<file path="src/rtl/sqrt_pwl_eval.sv">
// Four-stage square-root evaluator for the Box-Muller f = sqrt(e) path:
// range reduction, piecewise-linear segment, odd-exponent sqrt(2) fix-up, rescale and round.
module sqrt_pwl_eval #(
  parameter int E_W    = 31,
  parameter int E_FRAC = 24,
  parameter int F_W    = 16,
  parameter int F_FRAC = 12,
  parameter int ADDR_W = 6,
  parameter int C1_W   = 20,
  parameter int C0_W   = 12
) (
  input  logic              clk,
  input  logic              reset,
  input  logic [E_W-1:0]    e_in,
  input  logic              valid_in,
  output logic              ready_in,
  output logic [ADDR_W-1:0] coef_addr,
  input  logic [31:0]       coef_data,
  output logic [F_W-1:0]    f_out,
  output logic              valid_out,
  input  logic              ready_out
);

  localparam logic [15:0] SQRT2 = 16'hB505;
  localparam int OFF_W = E_FRAC - ADDR_W;
  localparam int LP_W  = $clog2(E_W);
  localparam int EXP_W = LP_W + 1;
  localparam int Y_W   = C1_W + 2;
  localparam int P_W   = C1_W + OFF_W;
  localparam int M_W   = Y_W + 16;
  localparam int R_W   = Y_W + 2;

  logic                    adv;
  logic [LP_W-1:0]         lead_pos;
  logic [E_W-1:0]          norm;
  logic signed [EXP_W-1:0] exp_d;
  logic [ADDR_W-1:0]       addr_d;
  logic [OFF_W-1:0]        off_d;

  logic                    v1_q, zero1_q;
  logic signed [EXP_W-1:0] exp1_q;
  logic [ADDR_W-1:0]       addr_q;
  logic [OFF_W-1:0]        off1_q;

  logic                    v2_q, zero2_q;
  logic signed [EXP_W-1:0] exp2_q;
  logic [Y_W-1:0]          base, y2_d, y2_q;
  logic [P_W-1:0]          seg_prod;

  logic                    v3_q, zero3_q;
  logic signed [EXP_W-1:0] hexp3_q;
  logic [Y_W-1:0]          y3_d, y3_q;
  logic [M_W-1:0]          corr_prod;

  logic [EXP_W-1:0]        sh_amt;
  logic [R_W-1:0]          rnd;
  logic [F_W-1:0]          f_d, f_q;
  logic                    valid_q;

  assign adv       = !(valid_q && !ready_out);
  assign ready_in  = adv;
  assign coef_addr = addr_q;
  assign f_out     = f_q;
  assign valid_out = valid_q;

  // NOTE: every variable gets a default before the loop so no latch is inferred.
  always_comb begin
    lead_pos = '0;
    for (int i = 0; i < E_W; i++) begin
      if (e_in[i]) lead_pos = LP_W'(i);
    end
    norm            = e_in << (LP_W'(E_W - 1) - lead_pos);
    exp_d           = EXP_W'(lead_pos) - EXP_W'(E_FRAC);
    {addr_d, off_d} = (ADDR_W + OFF_W)'(norm >> (E_W - 1 - ADDR_W - OFF_W));
  end

  // y is UQ1.C1_W: the intercept is widened so the slope product is added untruncated.
  always_comb begin
    base      = {1'b0, 1'b1, coef_data[C0_W-1:0], {(C1_W - C0_W){1'b0}}};
    seg_prod  = P_W'(coef_data[31 -: C1_W]) * P_W'(off1_q);
    y2_d      = base + Y_W'(seg_prod >> OFF_W);
    corr_prod = M_W'(y2_q) * M_W'(SQRT2);
    y3_d      = exp2_q[0] ? Y_W'(corr_prod >> 15) : y2_q;
  end

  // Combined shift: 2^floor(exp/2) and the UQ1.C1_W -> UQ4.F_FRAC realignment are always a right shift.
  always_comb begin
    sh_amt = EXP_W'(C1_W - F_FRAC) - hexp3_q;
    rnd    = (R_W'(y3_q) + (R_W'(1) << (sh_amt - EXP_W'(1)))) >> sh_amt;
    if (zero3_q)              f_d = '0;
    else if (|rnd[R_W-1:F_W]) f_d = '1;
    else                      f_d = rnd[F_W-1:0];
  end

  // NOTE: sequential state uses non-blocking assignments so every stage samples its predecessor's old value.
  // NOTE: data registers are cleared with the valids so coef_addr and f_out leave reset at zero.
  always_ff @(posedge clk or posedge reset) begin
    if (reset) begin
      v1_q    <= 1'b0;
      zero1_q <= 1'b0;
      exp1_q  <= '0;
      addr_q  <= '0;
      off1_q  <= '0;
      v2_q    <= 1'b0;
      zero2_q <= 1'b0;
      exp2_q  <= '0;
      y2_q    <= '0;
      v3_q    <= 1'b0;
      zero3_q <= 1'b0;
      hexp3_q <= '0;
      y3_q    <= '0;
      valid_q <= 1'b0;
      f_q     <= '0;
    end else if (adv) begin
      v1_q    <= valid_in;
      zero1_q <= (e_in == '0);
      exp1_q  <= exp_d;
      addr_q  <= addr_d;
      off1_q  <= off_d;
      v2_q    <= v1_q;
      zero2_q <= zero1_q;
      exp2_q  <= exp1_q;
      y2_q    <= y2_d;
      v3_q    <= v2_q;
      zero3_q <= zero2_q;
      hexp3_q <= exp2_q >>> 1;
      y3_q    <= y3_d;
      valid_q <= v3_q;
      if (v3_q) f_q <= f_d;
    end
  end

endmodule

</file>
<file path="config.mk">
export PLATFORM = sky130hd
export DESIGN_NAME = sqrt_pwl_eval
export DESIGN_NICKNAME = d
export VERILOG_FILES = /design/src/rtl/sqrt_pwl_eval.sv
export SDC_FILE = /design/constraint.sdc
export NUM_CORES = 2
export LEC_CHECK = 0
export CORE_UTILIZATION = 55
export CTS_CLUSTER_SIZE = 16
export DETAILED_ROUTE_END_ITERATION = 7
export PLACE_DENSITY = 0.82
export REMOVE_ABC_BUFFERS = 1
export SLEW_MARGIN = 20
export SYNTH_ARGS = -nofsm -noshare
export SYNTH_HDL_FRONTEND = slang
export SYNTH_SLANG_ARGS = --single-unit
</file>
<file path="constraint.sdc">
create_clock -name clk -period 20.2 [get_ports clk]
set_input_delay 4.04 -clock clk [delete_from_list [all_inputs] [get_ports clk]]
set_output_delay 4.04 -clock clk [all_outputs]
set_load 0.01 [all_outputs]
</file>
Word-level counts from Yosys, hierarchy flattened
Index checks and enable logic that the tools add are counted.
{ "classes": {"add_sub_neg": 6, "mul": 2, "div_mod_pow": 0, "n_lt_le_gt_ge": 0, "eq_ne": 0, "shift": 3, "mux": 33, "bitwise": 1, "n_reduce_logical": 6} }
{ "ops": {"columns": ["operator", "n"], "rows": [
  ["5-bit 2-to-1 mux", 25],
  ["20-bit by 18-bit multiplier with 38-bit output", 1],
  ["22-bit by 16-bit multiplier with 37-bit output (second input constant)", 1],
  ["16-bit 2-to-1 mux", 2],
  ["31-bit logical NOT", 1],
  ["31-bit by 5-bit left shift with 30-bit output", 1],
  ["22-bit by 24-bit adder with 24-bit output", 1],
  ["1-bit by 6-bit left shift with 24-bit output (first input constant)", 1],
  ["24-bit by 6-bit >> shifter with 24-bit output", 1],
  ["21-bit by 20-bit adder with 22-bit output", 1],
  ["22-bit 2-to-1 mux", 1],
  ["8-bit OR reduction", 1],
  ["3-bit 2-to-1 mux", 2],
  ["5-bit by 5-bit subtractor with 6-bit output (first input constant)", 1],
  ["5-bit by 5-bit subtractor with 6-bit output (second input constant)", 1],
  ["6-bit by 1-bit subtractor with 6-bit output (second input constant)", 1],
  ["5-bit subtractor (first input constant)", 1],
  ["2-bit 2-to-1 mux", 2],
  ["1-bit logical NOT", 2],
  ["2-bit AND reduction", 1],
  ["1-bit logical AND", 1],
  ["1-bit 2-to-1 mux", 1],
  ["1-bit inverter", 1]
]} }
{ "totals": {"regBits": 108, "latch_bits": 0, "ram_bits": 0, "rom_bits": 0, "input_bits": 67, "output_inout_bits": 24, "word_cells": 66, "n_memories": 0} }

Depth between registers and ports, before layout
{ "depth": {"depth_word": 32, "ltp_mapped": 35, "ltp_nobuf": 34} }

Worst setup path after synthesis
OpenSTA, ideal clock, no wires.
{ "synth_path": {"path_type": "input -> register", "start": "in coef_data[21]", "end": "reg y2_q[19]", "setup_time_ps": 137, "arrival_time_ps": 11202, "required_time_ps": 20063, "path_slack_ps": 8861, "stages": 32, "path_buffers": 2, "path_cell_list": "clkbuf_1 > clkbuf_1 > nand2_1 > fa_1 > fa_1 > fa_1 > inv_1 > fa_1 > fa_1 > inv_1 > fa_1 > inv_1 > ha_1 > or3_1 > a221oi_1 > a211oi_1 > o21ai_0 > nand2_1 > a21oi_1 > xnor2_1 > ha_1 > a21o_1 > a21oi_1 > o21bai_1 > a21oi_1 > o21bai_1 > a21oi_1 > nor2b_1 > o21a_1 > o41ai_1 > xnor2_1 > a21oi_1"} }
{ "synth_via": {"elab_chain_cells": 2} }
{ "synth_rtl": {"columns": ["item", "line_no", "source"], "rows": [
  ["from (decl)", "18", "input logic [31:0] coef_data,"],
  ["20-bit by 18-bit multiplier with 38-bit output", "80", "seg_prod = P_W'(coef_data[31 -: C1_W]) * P_W'(off1_q);"],
  ["21-bit by 20-bit adder with 22-bit output", "81", "y2_d = base + Y_W'(seg_prod >> OFF_W);"],
  ["to (signal assigned)", "123", "y2_q <= y2_d;"],
  ["to (decl)", "47", "logic [Y_W-1:0] base, y2_d, y2_q;"]
]} }
No other way between the ends.
A chain may end at the register's enable or synchronous reset.

Worst setup path in the final report
{ "layout_path": {"start": "in coef_data[19]", "end": "reg y2_q[21]"} }
Same word-level chain as after synthesis.

==> reports/results.txt <==
The flow ran to the end, and the final reports show no timing, DRC or antenna violations. The tree is rooted in a sky130_fd_sc_hd__clkbuf_16. The netlist uses 76 different library cells.

For the count of fill cells added during filler insertion, the log shows 3,661. Among all flip-flop cells after synthesis, the most frequent one is sky130_fd_sc_hd__dfrtp_1. In this run, synthesis produced a sequential element count of 108. Once the clock tree was built, the resizer swapped 0 gates to a different size. The fraction of final layout cells with drive strength greater than 1 works out to 3.53%.

Cell type of the slowest stage on the worst timing path: sky130_fd_sc_hd__clkdlybuf4s50_1. In the global route stage, overall resource usage came out at 28.3%. Setup repair after global routing left no endpoint under its margin. The initial utilization of the core area, before any placement, comes to 55.8%. In the finished design, the share of the clock period the worst path needs comes to 62.2%.

After synthesis, the cell types taking the most area are sky130_fd_sc_hd__fa_1 (30%), sky130_fd_sc_hd__ha_1 (15%), sky130_fd_sc_hd__dfrtp_1 (11%), sky130_fd_sc_hd__inv_1 (7.0%), sky130_fd_sc_hd__nand2_1 (5.8%). The net count of the finished layout is 3,494. For the pin with the worst max-slew slack, the measured transition is 1080 ps. The type of the most critical hold path is reg -> reg. The worst clock skew on the final layout is 17.7 ps, and the via count of the first global-routing pass is 20.4k.

The die is 214 um tall. Leaving out fill and tap cells, the most frequent cells in the layout are sky130_fd_sc_hd__inv_1 (457), sky130_fd_sc_hd__nand2_1 (383), sky130_fd_sc_hd__fa_1 (368). At the end of routability-driven placement, the weighted congestion stood at 0.923. The number of cells on the worst reg-to-reg path is 28. Number of setup violations in the final report: 0. Clock transition at the registers of the reported paths: 80 ps.

The most common cell after layout, fill and taps aside was sky130_fd_sc_hd__inv_1. Clock latency on the worst-skew pair, taken at its later pin, is 390 ps. For the worst setup path, the data required time is 20,430 ps. Average wire per cell in the routed design: 18.6 um.

The worst setup path is captured at a flop. In this run the deepest clock path goes through 2 buffers. The total standard cell area after synthesis was 24,700 um^2; the number of instances in the synthesized netlist was 2,770. The worst pin sits at a relative slew slack of 27.9%. A synthesized cell averages 8.91 um^2. The tools report the core area as 44,200 um^2.

Port buffering added 90 buffers. For this run, design rule violations remaining after detail routing come to 0. Dividing the detail-routed via count by the number of cells gives 5.88.

For this run, asynchronously set or reset flops after synthesis account for 100%. Pin placement for this block handled 91 I/O pins. The maximum frequency from static timing analysis is 79.6 MHz. The number of enable-type register cells in the synthesized netlist was 0; the horizontal die dimension was 214 um.

The number of antenna-violating nets in the routed design is 0. Global-route wire length before repair: 102,000 um. The number of max-capacitance violations reported came out at 0. In the global route stage, met3 resource usage came out at 4.07%.

The logs give 0 for the number of buffers added to fix hold violations after cts and 0 for the number of synthesis warnings. The floorplan die area came out at 45,700 um^2. The synthesized design spends more area on one cell type than any other, namely sky130_fd_sc_hd__fa_1.

The tree built by TritonCTS fans out to 108 sinks. In this run the core area contains 77 standard-cell rows. The run gives 11.0% as the proportion of synthesized chip area in sequential cells. The number of hold-slack violations in the final timing report is 0, and the global routing met2 resource utilization is 48.2%. Of the post-synthesis cell area, the dominant cell type holds 29.9%.

For this run the aggregate overflow at the end of global routing stands at 0. Along the worst path, the maximum fanout reaches 18. The met1 track demand over resource was 36.4%; the clock period minus worst slack was 12,560 ps. The critical path in this run is classified as in -> reg. The detailed router placed 19.8k vias in this run. For the final routed database, the setup TNS stands at 0 ps. The tools report the kind of launch point of the worst setup path as a primary input. TritonCTS created 9 clock buffers. The worst hold path was traced through 2 stages. The number of iterations in the first detailed-routing pass was 5. The largest net degree at the start of global routing is 76. Synthesis-to-layout area growth: 6.87%. At the worst endpoint, the arrival time is 12,790 ps. In this run, the number of DRC markers left after iteration 0 of detailed routing was 1,219. The number of antenna violations at the first check in global routing is 2, and the number of max-slew violations in the final report is 0. TritonCTS built the clock tree. Post-CTS timing repair inserted 0 buffers for setup. Number of H-tree levels: 3. The cell seen most often among critical-path stages was sky130_fd_sc_hd__fa_1.

The wire-length estimate of the detail-placed layout is 50,500 um. In this run the cell area measured after placement is 26,000 um^2. For the total length of routed wires, the log shows 62,600 um. met2 is the most crowded layer. Post-layout instance area: 26,400 um^2. The maximum cell stage delay along the critical path came out at 820 ps.
[synth_stat cells, drive strengths merged, types with 5 or more instances]
cell type / count
inv: 459
nand2: 383
fa: 368
ha: 291
and2: 176
a21oi: 120
nor2: 114
clkbuf: 108
dfrtp: 108
mux2i: 86
o21ai: 86
xnor2: 53
nor3: 34
xor2: 30
a21o: 28
mux4: 27
nand2b: 22
nand3: 22
a211oi: 19
buf: 17
o211ai: 13
o21bai: 12
a22o: 11
a31oi: 11
and3: 11
nand4: 11
o21a: 11
a221oi: 10
nor2b: 9
o22ai: 9
a221o: 8
mux2: 8
a211o: 7
nor4: 6
a31o: 5
o31ai: 5
[layout make-up]
class,instances,area (um^2),share of cell area (%)
multi-input combinational,2077,19800,75.1
inverter,460,1730,6.56
clock buffer,9,225,0.854
sequential,108,2700,10.3
antenna,1,2.50,0.00949
tap,592,741,2.81
timing repair buffer,112,1070,4.07
clock inverter,7,96.3,0.365
[critical path, delay by kind of cell]
kind,cells,cell delay [ps]
compound gates,14,3110
buf+inv,3,920
fa+ha+maj,8,3620
simple gates,4,840
xor+xnor,1,250
[registers in the layout (all words and copies together), names as in the netlist, 5 cells and up]
signal and cells:
coef_addr 6, exp1_q 6, exp2_q 6, f_out 16, hexp3_q 5, off1_q 18
y2_q 22, y3_q 22
[cell families after synthesis]
kind of cell	after synthesis	share of synthesized area, %
and+or+nand+nor	812	15.5
adders and majority gates	659	44.6
buffers and inverters	585	8.97
AOI/OAI and AO/OA	402	10.7
muxes	121	6.32
DFF	108	11.0
xor gates and xnor gates	83	2.95
[stage by stage]
step                      instances  hold slack [ps]  worst slack (ps)  utilization (%)
after global placement         3348              449              7660             58.8
after global routing           3365              494              7190             59.6
final                          3366              476              7640             59.6
after floorplan                2645              439              7420                -
after detailed placement       3349              456              7350             58.9
after CTS                      3365              473              7710             59.6
[layer usage]
layer	wire length, um	share of wire, %	vias to the layer above
li1	-	-	8983
met1	24900	40	9848
met2	30600	49	790
met3	4720	7.5	172
met4	2290	3.7	4
met5	33	0.053	-
[path summary, 6_finish.rpt]
check	from	to	slack [ps]
setup / recovery	coef_data[19]	y2_q[21]	7640
hold / removal	exp1_q[4]	exp1_q[4]	480
setup reg to reg	off1_q[3]	y2_q[21]	11330
hold reg to reg	exp1_q[4]	exp1_q[4]	480
max in group asynchronous	reset	y2_q[19]	14940
min in group asynchronous	reset	v1_q	4130
Power is not shown: default switching activity piles up to over one toggle a cycle in this logic, so the estimate is an artifact.
